**src/rtl/sha256_compress.sv**
```systemverilog
// sha256_compress: SHA-256 compression core, one round per clock.
// Hash state is accumulated across the blocks of a message; the digest is
// presented on a valid/ready port after the block flagged last.
//
//   state    | meaning
//   ---------+----------------------------------------------------------
//   S_IDLE   | in_ready high, waiting for a padded block
//   S_ROUND  | 64 compression rounds, t_q = current round
//   S_UPDATE | fold working variables into H, emit digest if last block
//   S_DONE   | digest held on out until the consumer takes it
module sha256_compress #(
    parameter int ROUNDS = 64
) (
    input  logic         clk_i,
    input  logic         rst_i,
    input  logic         in_valid,
    input  logic [511:0] in,
    input  logic         in_first,
    input  logic         in_last,
    output logic         in_ready,
    output logic         out_valid,
    output logic [255:0] out,
    input  logic         out_ready
);
    typedef enum logic [1:0] {S_IDLE, S_ROUND, S_UPDATE, S_DONE} state_t;

    localparam logic [31:0] IV [8] = '{
        32'h6a09e667, 32'hbb67ae85, 32'h3c6ef372, 32'ha54ff53a,
        32'h510e527f, 32'h9b05688c, 32'h1f83d9ab, 32'h5be0cd19};

    localparam logic [31:0] K [64] = '{
        32'h428a2f98, 32'h71374491, 32'hb5c0fbcf, 32'he9b5dba5, 32'h3956c25b, 32'h59f111f1, 32'h923f82a4, 32'hab1c5ed5,
        32'hd807aa98, 32'h12835b01, 32'h243185be, 32'h550c7dc3, 32'h72be5d74, 32'h80deb1fe, 32'h9bdc06a7, 32'hc19bf174,
        32'he49b69c1, 32'hefbe4786, 32'h0fc19dc6, 32'h240ca1cc, 32'h2de92c6f, 32'h4a7484aa, 32'h5cb0a9dc, 32'h76f988da,
        32'h983e5152, 32'ha831c66d, 32'hb00327c8, 32'hbf597fc7, 32'hc6e00bf3, 32'hd5a79147, 32'h06ca6351, 32'h14292967,
        32'h27b70a85, 32'h2e1b2138, 32'h4d2c6dfc, 32'h53380d13, 32'h650a7354, 32'h766a0abb, 32'h81c2c92e, 32'h92722c85,
        32'ha2bfe8a1, 32'ha81a664b, 32'hc24b8b70, 32'hc76c51a3, 32'hd192e819, 32'hd6990624, 32'hf40e3585, 32'h106aa070,
        32'h19a4c116, 32'h1e376c08, 32'h2748774c, 32'h34b0bcb5, 32'h391c0cb3, 32'h4ed8aa4a, 32'h5b9cca4f, 32'h682e6ff3,
        32'h748f82ee, 32'h78a5636f, 32'h84c87814, 32'h8cc70208, 32'h90befffa, 32'ha4506ceb, 32'hbef9a3f7, 32'hc67178f2};

    function automatic logic [31:0] rotr(input logic [31:0] x, input int n);
        return (x >> n) | (x << (32 - n));
    endfunction

    function automatic logic [31:0] bsig0(input logic [31:0] x);
        return rotr(x, 2) ^ rotr(x, 13) ^ rotr(x, 22);
    endfunction

    function automatic logic [31:0] bsig1(input logic [31:0] x);
        return rotr(x, 6) ^ rotr(x, 11) ^ rotr(x, 25);
    endfunction

    function automatic logic [31:0] ssig0(input logic [31:0] x);
        return rotr(x, 7) ^ rotr(x, 18) ^ (x >> 3);
    endfunction

    function automatic logic [31:0] ssig1(input logic [31:0] x);
        return rotr(x, 17) ^ rotr(x, 19) ^ (x >> 10);
    endfunction

    state_t       state_q;
    logic [5:0]   t_q;
    logic [31:0]  w_q [16];   // sliding schedule window, w_q[0] = W[t]
    logic [31:0]  v_q [8];    // working variables a..h
    logic [31:0]  h_q [8];    // chaining hash H0..H7
    logic         last_q;
    logic         in_ready_q;
    logic         out_valid_q;
    logic [255:0] out_q;

    logic [31:0]  t1_d;
    logic [31:0]  t2_d;
    logic [31:0]  w_new_d;
    logic [31:0]  hsum_d [8];

    // Round datapath: T1/T2, next schedule word and the end-of-block hash sum
    always_comb begin
        t1_d    = v_q[7] + bsig1(v_q[4]) + ((v_q[4] & v_q[5]) ^ (~v_q[4] & v_q[6]))
                + K[t_q] + w_q[0];
        t2_d    = bsig0(v_q[0]) + ((v_q[0] & v_q[1]) ^ (v_q[0] & v_q[2]) ^ (v_q[1] & v_q[2]));
        w_new_d = ssig1(w_q[14]) + w_q[9] + ssig0(w_q[1]) + w_q[0];
        for (int i = 0; i < 8; i++) begin
            hsum_d[i] = h_q[i] + v_q[i];
        end
    end

    // Control FSM with the schedule, working variables and hash registers
    always_ff @(posedge clk_i) begin
        if (rst_i) begin
            state_q     <= S_IDLE;
            t_q         <= '0;
            last_q      <= 1'b0;
            in_ready_q  <= 1'b1;
            out_valid_q <= 1'b0;
            out_q       <= '0;
            for (int i = 0; i < 16; i++) w_q[i] <= '0;
            for (int i = 0; i < 8; i++) begin
                v_q[i] <= '0;
                h_q[i] <= IV[i];
            end
        end else begin
            case (state_q)
                S_IDLE: begin
                    if (in_valid && in_ready_q) begin
                        for (int i = 0; i < 16; i++) w_q[i] <= in[511 - 32*i -: 32];
                        for (int i = 0; i < 8; i++) begin
                            v_q[i] <= in_first ? IV[i] : h_q[i];
                            if (in_first) h_q[i] <= IV[i];
                        end
                        last_q     <= in_last;
                        t_q        <= '0;
                        in_ready_q <= 1'b0;
                        state_q    <= S_ROUND;
                    end
                end
                S_ROUND: begin
                    v_q[0] <= t1_d + t2_d;
                    v_q[1] <= v_q[0];
                    v_q[2] <= v_q[1];
                    v_q[3] <= v_q[2];
                    v_q[4] <= v_q[3] + t1_d;
                    v_q[5] <= v_q[4];
                    v_q[6] <= v_q[5];
                    v_q[7] <= v_q[6];
                    for (int i = 0; i < 15; i++) w_q[i] <= w_q[i+1];
                    w_q[15] <= w_new_d;
                    if (t_q == 6'(ROUNDS - 1)) state_q <= S_UPDATE;
                    else                       t_q     <= t_q + 6'd1;
                end
                S_UPDATE: begin
                    if (last_q) begin
                        // digest is taken from the freshly summed H; H restarts at IV
                        for (int i = 0; i < 8; i++) begin
                            out_q[255 - 32*i -: 32] <= hsum_d[i];
                            h_q[i] <= IV[i];
                        end
                        out_valid_q <= 1'b1;
                        state_q     <= S_DONE;
                    end else begin
                        for (int i = 0; i < 8; i++) h_q[i] <= hsum_d[i];
                        in_ready_q <= 1'b1;
                        state_q    <= S_IDLE;
                    end
                end
                S_DONE: begin
                    if (out_ready) begin
                        out_valid_q <= 1'b0;
                        in_ready_q  <= 1'b1;
                        state_q     <= S_IDLE;
                    end
                end
                default: state_q <= S_IDLE;
            endcase
        end
    end

    assign in_ready  = in_ready_q;
    assign out_valid = out_valid_q;
    assign out       = out_q;

endmodule

```
**config.mk**
```make
export PLATFORM = sky130hd
export DESIGN_NAME = sha256_compress
export DESIGN_NICKNAME = d
export VERILOG_FILES = /design/src/rtl/sha256_compress.sv
export SDC_FILE = /design/constraint.sdc
export NUM_CORES = 2
export LEC_CHECK = 0
export BUFFER_PORTS_ARGS = -buffer_cell sky130_fd_sc_hd__buf_2
export CAP_MARGIN = 20
export CORE_MARGIN = 1
export CORE_UTILIZATION = 60
export CTS_BUF_LIST = sky130_fd_sc_hd__clkbuf_2
export DETAILED_ROUTE_END_ITERATION = 8
export PLACE_DENSITY_LB_ADDON = 0.1
export SYNTH_ARGS = -nofsm -noshare
export SYNTH_HDL_FRONTEND = slang
export SYNTH_SLANG_ARGS = --single-unit
export TNS_END_PERCENT = 30
```
**constraint.sdc**
```tcl
create_clock -name clk_i -period 13.7 [get_ports clk_i]
set_input_delay 3.425 -clock clk_i [delete_from_list [all_inputs] [get_ports clk_i]]
set_output_delay 3.425 -clock clk_i [all_outputs]
set_load 0.1 [all_outputs]
```
==> results_dict.tcl <==
set metrics [dict create \
    run_status "finished, final reports clean" \
    firstDrtPassIters 6 \
    cts_buffer_depth 4 \
    wire_per_inst_um 28.4 \
    io_pins 776 \
    setup-tns-final_ps 0 \
    timing.hold.worst.class "flip-flop to flip-flop" \
    cts_post_setup_buffers_inserted 0 \
    synth.avg_cell_area_um2 10.7 \
    timing.critical_path.slowest_cell_delay_ps 870 \
    netlist-cell-type-count 89 \
    worst_clock_skew_ps 181 \
    timing.reg2reg.worst_path_depth 34 \
    dieHeight_um 358 \
    core_area_mm2 0.126 \
    synthToLayoutAreaGrowth_pct 10.7 \
    number_of_antenna_violations_at_the_first_check_in_global_routing 48 \
    drv_slew 0 \
    timing.final.crit_period_ps 10490 \
    hold_start "w_q[0][122]$_SDFFCE_PN0P_" \
    grt_start_max_net_pins 230 \
    seq_area_frac_synth_pct 47.0 \
    layout.cells.most_common "sky130_fd_sc_hd__edfxtp_1" \
    worst_hold_path.endpoint "w_q[0][90]$_SDFFCE_PN0P_" \
    rsz_0062_raised_after_global_routing "no" \
    critical_path_class "flip-flop to flip-flop" \
    worstPathBufferInverterCount 5 \
    grtUsageTotal_pct 42.1 \
    maxClockFrequency_mhz 95.3 \
    postCtsResizedCells 0 \
    ys_top_cells_by_area "sky130_fd_sc_hd__edfxtp_1 (39%), sky130_fd_sc_hd__dfxtp_1 (7.9%), sky130_fd_sc_hd__a22o_1 (7.7%)" \
    synth_enable_flop_cells 992 \
    drive_above_1_share_pct 17.9 \
    crit_path_start "t_q[3]$_SDFFE_PP0P_" \
    tritoncts.num_buffers 345 \
    synthesis.nets 8242 \
    die_area_mm2 0.128 \
    layout.filler_cells 10100 \
    worst_slack_ps 3210 \
    cts.clk_slew.worst_paths_ps 140 \
    syn-cell-area_mm2 0.0761 \
    finalSetupViolations 0 \
    min_delay_path_depth 1 \
    kind_of_end_point_of_the_critical_path "flip-flop" \
    vias_in_the_first_global_route 59200 \
    dp_cells 9198 \
    slowest_stage "sky130_fd_sc_hd__clkinv_1" \
    crit_fanout 54 \
    synthArstFlopShare_pct 0 \
    total_wirelength_of_the_detailed_routed_design_um 279000 \
    reg2reg_from "t_q[3]$_SDFFE_PP0P_" \
    synthesis.instances 7136 \
    pre_cts_slack_ps 3540 \
    clock_tree.root_cell "sky130_fd_sc_hd__clkbuf_2" \
    crit_family "compound AO/OA/AOI/OAI gates" \
    row_count 130 \
    finish.net_count 9004 \
    synth_top_flop_cell "sky130_fd_sc_hd__edfxtp_1" \
    start_util_pct 60.6 \
    max_cap_violations 0 \
    die_w_um 358 \
    dp_hpwl_um 208000 \
    critical_path_arrival_ps 11860 \
    grt_first_pass_wirelength_um 391000 \
    yosys.area.top_type "sky130_fd_sc_hd__edfxtp_1" \
    postCtsHoldBufs 0 \
    finalWeightedCongestion 1.02 \
    clkLatencyLatePin_ps 1750 \
    drt-vias-per-instance 6.48 \
    final_hold_viol_count 0 \
    finalNonFillerCells 9826 \
    ctsHtreeMaxLevel 5 \
    detail-route-antenna-nets 0 \
    dr.first_iter.drc_count 8906 \
    timing.max_slew.rel_slack_pct 20.9 \
    clock-sinks 1291 \
    remaining_drcs 0 \
    layout_common_cells "sky130_fd_sc_hd__edfxtp_1 (992), sky130_fd_sc_hd__buf_2 (774), sky130_fd_sc_hd__nand2_1 (695)" \
    cp.required_ps 15070 \
    cts_tree "yes" \
    routed-via-count 63700 \
    placement.io_buffers 775 \
    grt_remaining_overflow 0 \
    netlist.area_leader.share_pct 39.1 \
    worst_pin_slew_ps 1190 \
    critical_path.startpoint_type "flip-flop" \
    reg2reg_to "v_q[0][31]$_DFFE_PP_" \
    ys_ff_latch 1291 \
    ys.warnings.count 0 \
    post-route-period-util_pct 76.6 \
    reg2reg_slack_ps 3210 \
]
## cell type report
class                      count  area (µm²)  area share (%)
timing repair buffer         838        4490            5.32
tap                         1650        2060            2.45
sequential                  1291       35800            42.5
inverter                     321        1200            1.43
clock inverter                96         485           0.576
antenna                       38        95.1           0.113
clock buffer                 491        2460            2.92
multi-input combinational   5101       37700            44.7
## metal layers
metal,global-route usage [%],vias up,wire length [µm]
met5,2.04,-,322
met4,23.7,26,16400
met3,12.2,750,34300
met2,59.7,4053,120000
met1,57.6,30900,109000
li1,-,27900,-
## stage by stage
step | utilization [%] | cell area [µm²] | hold WS (ps)
floorplan | - | 76100 | 454
global placement | 64.6 | 81200 | 430
detailed placement | 64.6 | 81200 | 437
CTS | 66.9 | 84100 | 394
global route | 67.0 | 84300 | 459
finish | 67.0 | 84300 | 401
## cells in the mapped netlist (40+ instances only)
cell                       instances
sky130_fd_sc_hd__edfxtp_1        992
sky130_fd_sc_hd__xor2_1          200
sky130_fd_sc_hd__a211oi_1         40
sky130_fd_sc_hd__nand2_1         699
sky130_fd_sc_hd__a22o_1          667
sky130_fd_sc_hd__fa_1            195
sky130_fd_sc_hd__ha_1            393
sky130_fd_sc_hd__nor3_1           61
sky130_fd_sc_hd__dfxtp_1         299
sky130_fd_sc_hd__nor2_1          389
sky130_fd_sc_hd__a31oi_1          50
sky130_fd_sc_hd__clkbuf_1        390
sky130_fd_sc_hd__and2_1           43
sky130_fd_sc_hd__nor2b_1          47
sky130_fd_sc_hd__inv_1           318
sky130_fd_sc_hd__a21oi_1         362
sky130_fd_sc_hd__a21o_1          225
sky130_fd_sc_hd__nand2b_1         88
sky130_fd_sc_hd__nand3_1          68
sky130_fd_sc_hd__xnor2_1         399
sky130_fd_sc_hd__o21ai_0         613
sky130_fd_sc_hd__o21a_1           56
sky130_fd_sc_hd__o21bai_1         57
## worst max path at each step
| stage | endpoint | slack, ps | cells past startpoint |
|---|---|---|---|
| CTS | v_q[0][31]$_DFFE_PP_ | 3400 | 35 |
| global route | v_q[0][31]$_DFFE_PP_ | 2550 | 35 |
| global placement | v_q[0][31]$_DFFE_PP_ | 3600 | 35 |
| detailed placement | v_q[0][31]$_DFFE_PP_ | 3540 | 35 |
| finish | v_q[0][31]$_DFFE_PP_ | 3210 | 34 |
| floorplan | v_q[0][100]$_SDFFCE_PN0P_ | 1790 | 5 |
## sequential cells by signal (all words and copies together), names as in the netlist
name / count
v_q: 256
state_q: 2
out_valid: 1
t_q: 6
in_ready: 1
w_q: 512
h_q: 256
out: 256
last_q: 1
## cell families (layout without fill, tap and decap cells)
kind of cell / Yosys count / in the layout / synth area share (%)
other: 0 / 38 / 0
buffers and inverters: 744 / 1746 / 3.68
flip-flops: 1291 / 1291 / 47.0
AND/OR/NAND/NOR: 1528 / 1528 / 8.84
adder cells (fa/ha/maj): 591 / 591 / 11.6
XOR/XNOR: 601 / 601 / 6.95
AO/OA/AOI/OAI: 2331 / 2331 / 21.1
multiplexers: 50 / 50 / 0.779
Power is left out: the tool's default activity adds up to more than one toggle a clock period on the data nets, which glitch-free logic cannot reach.
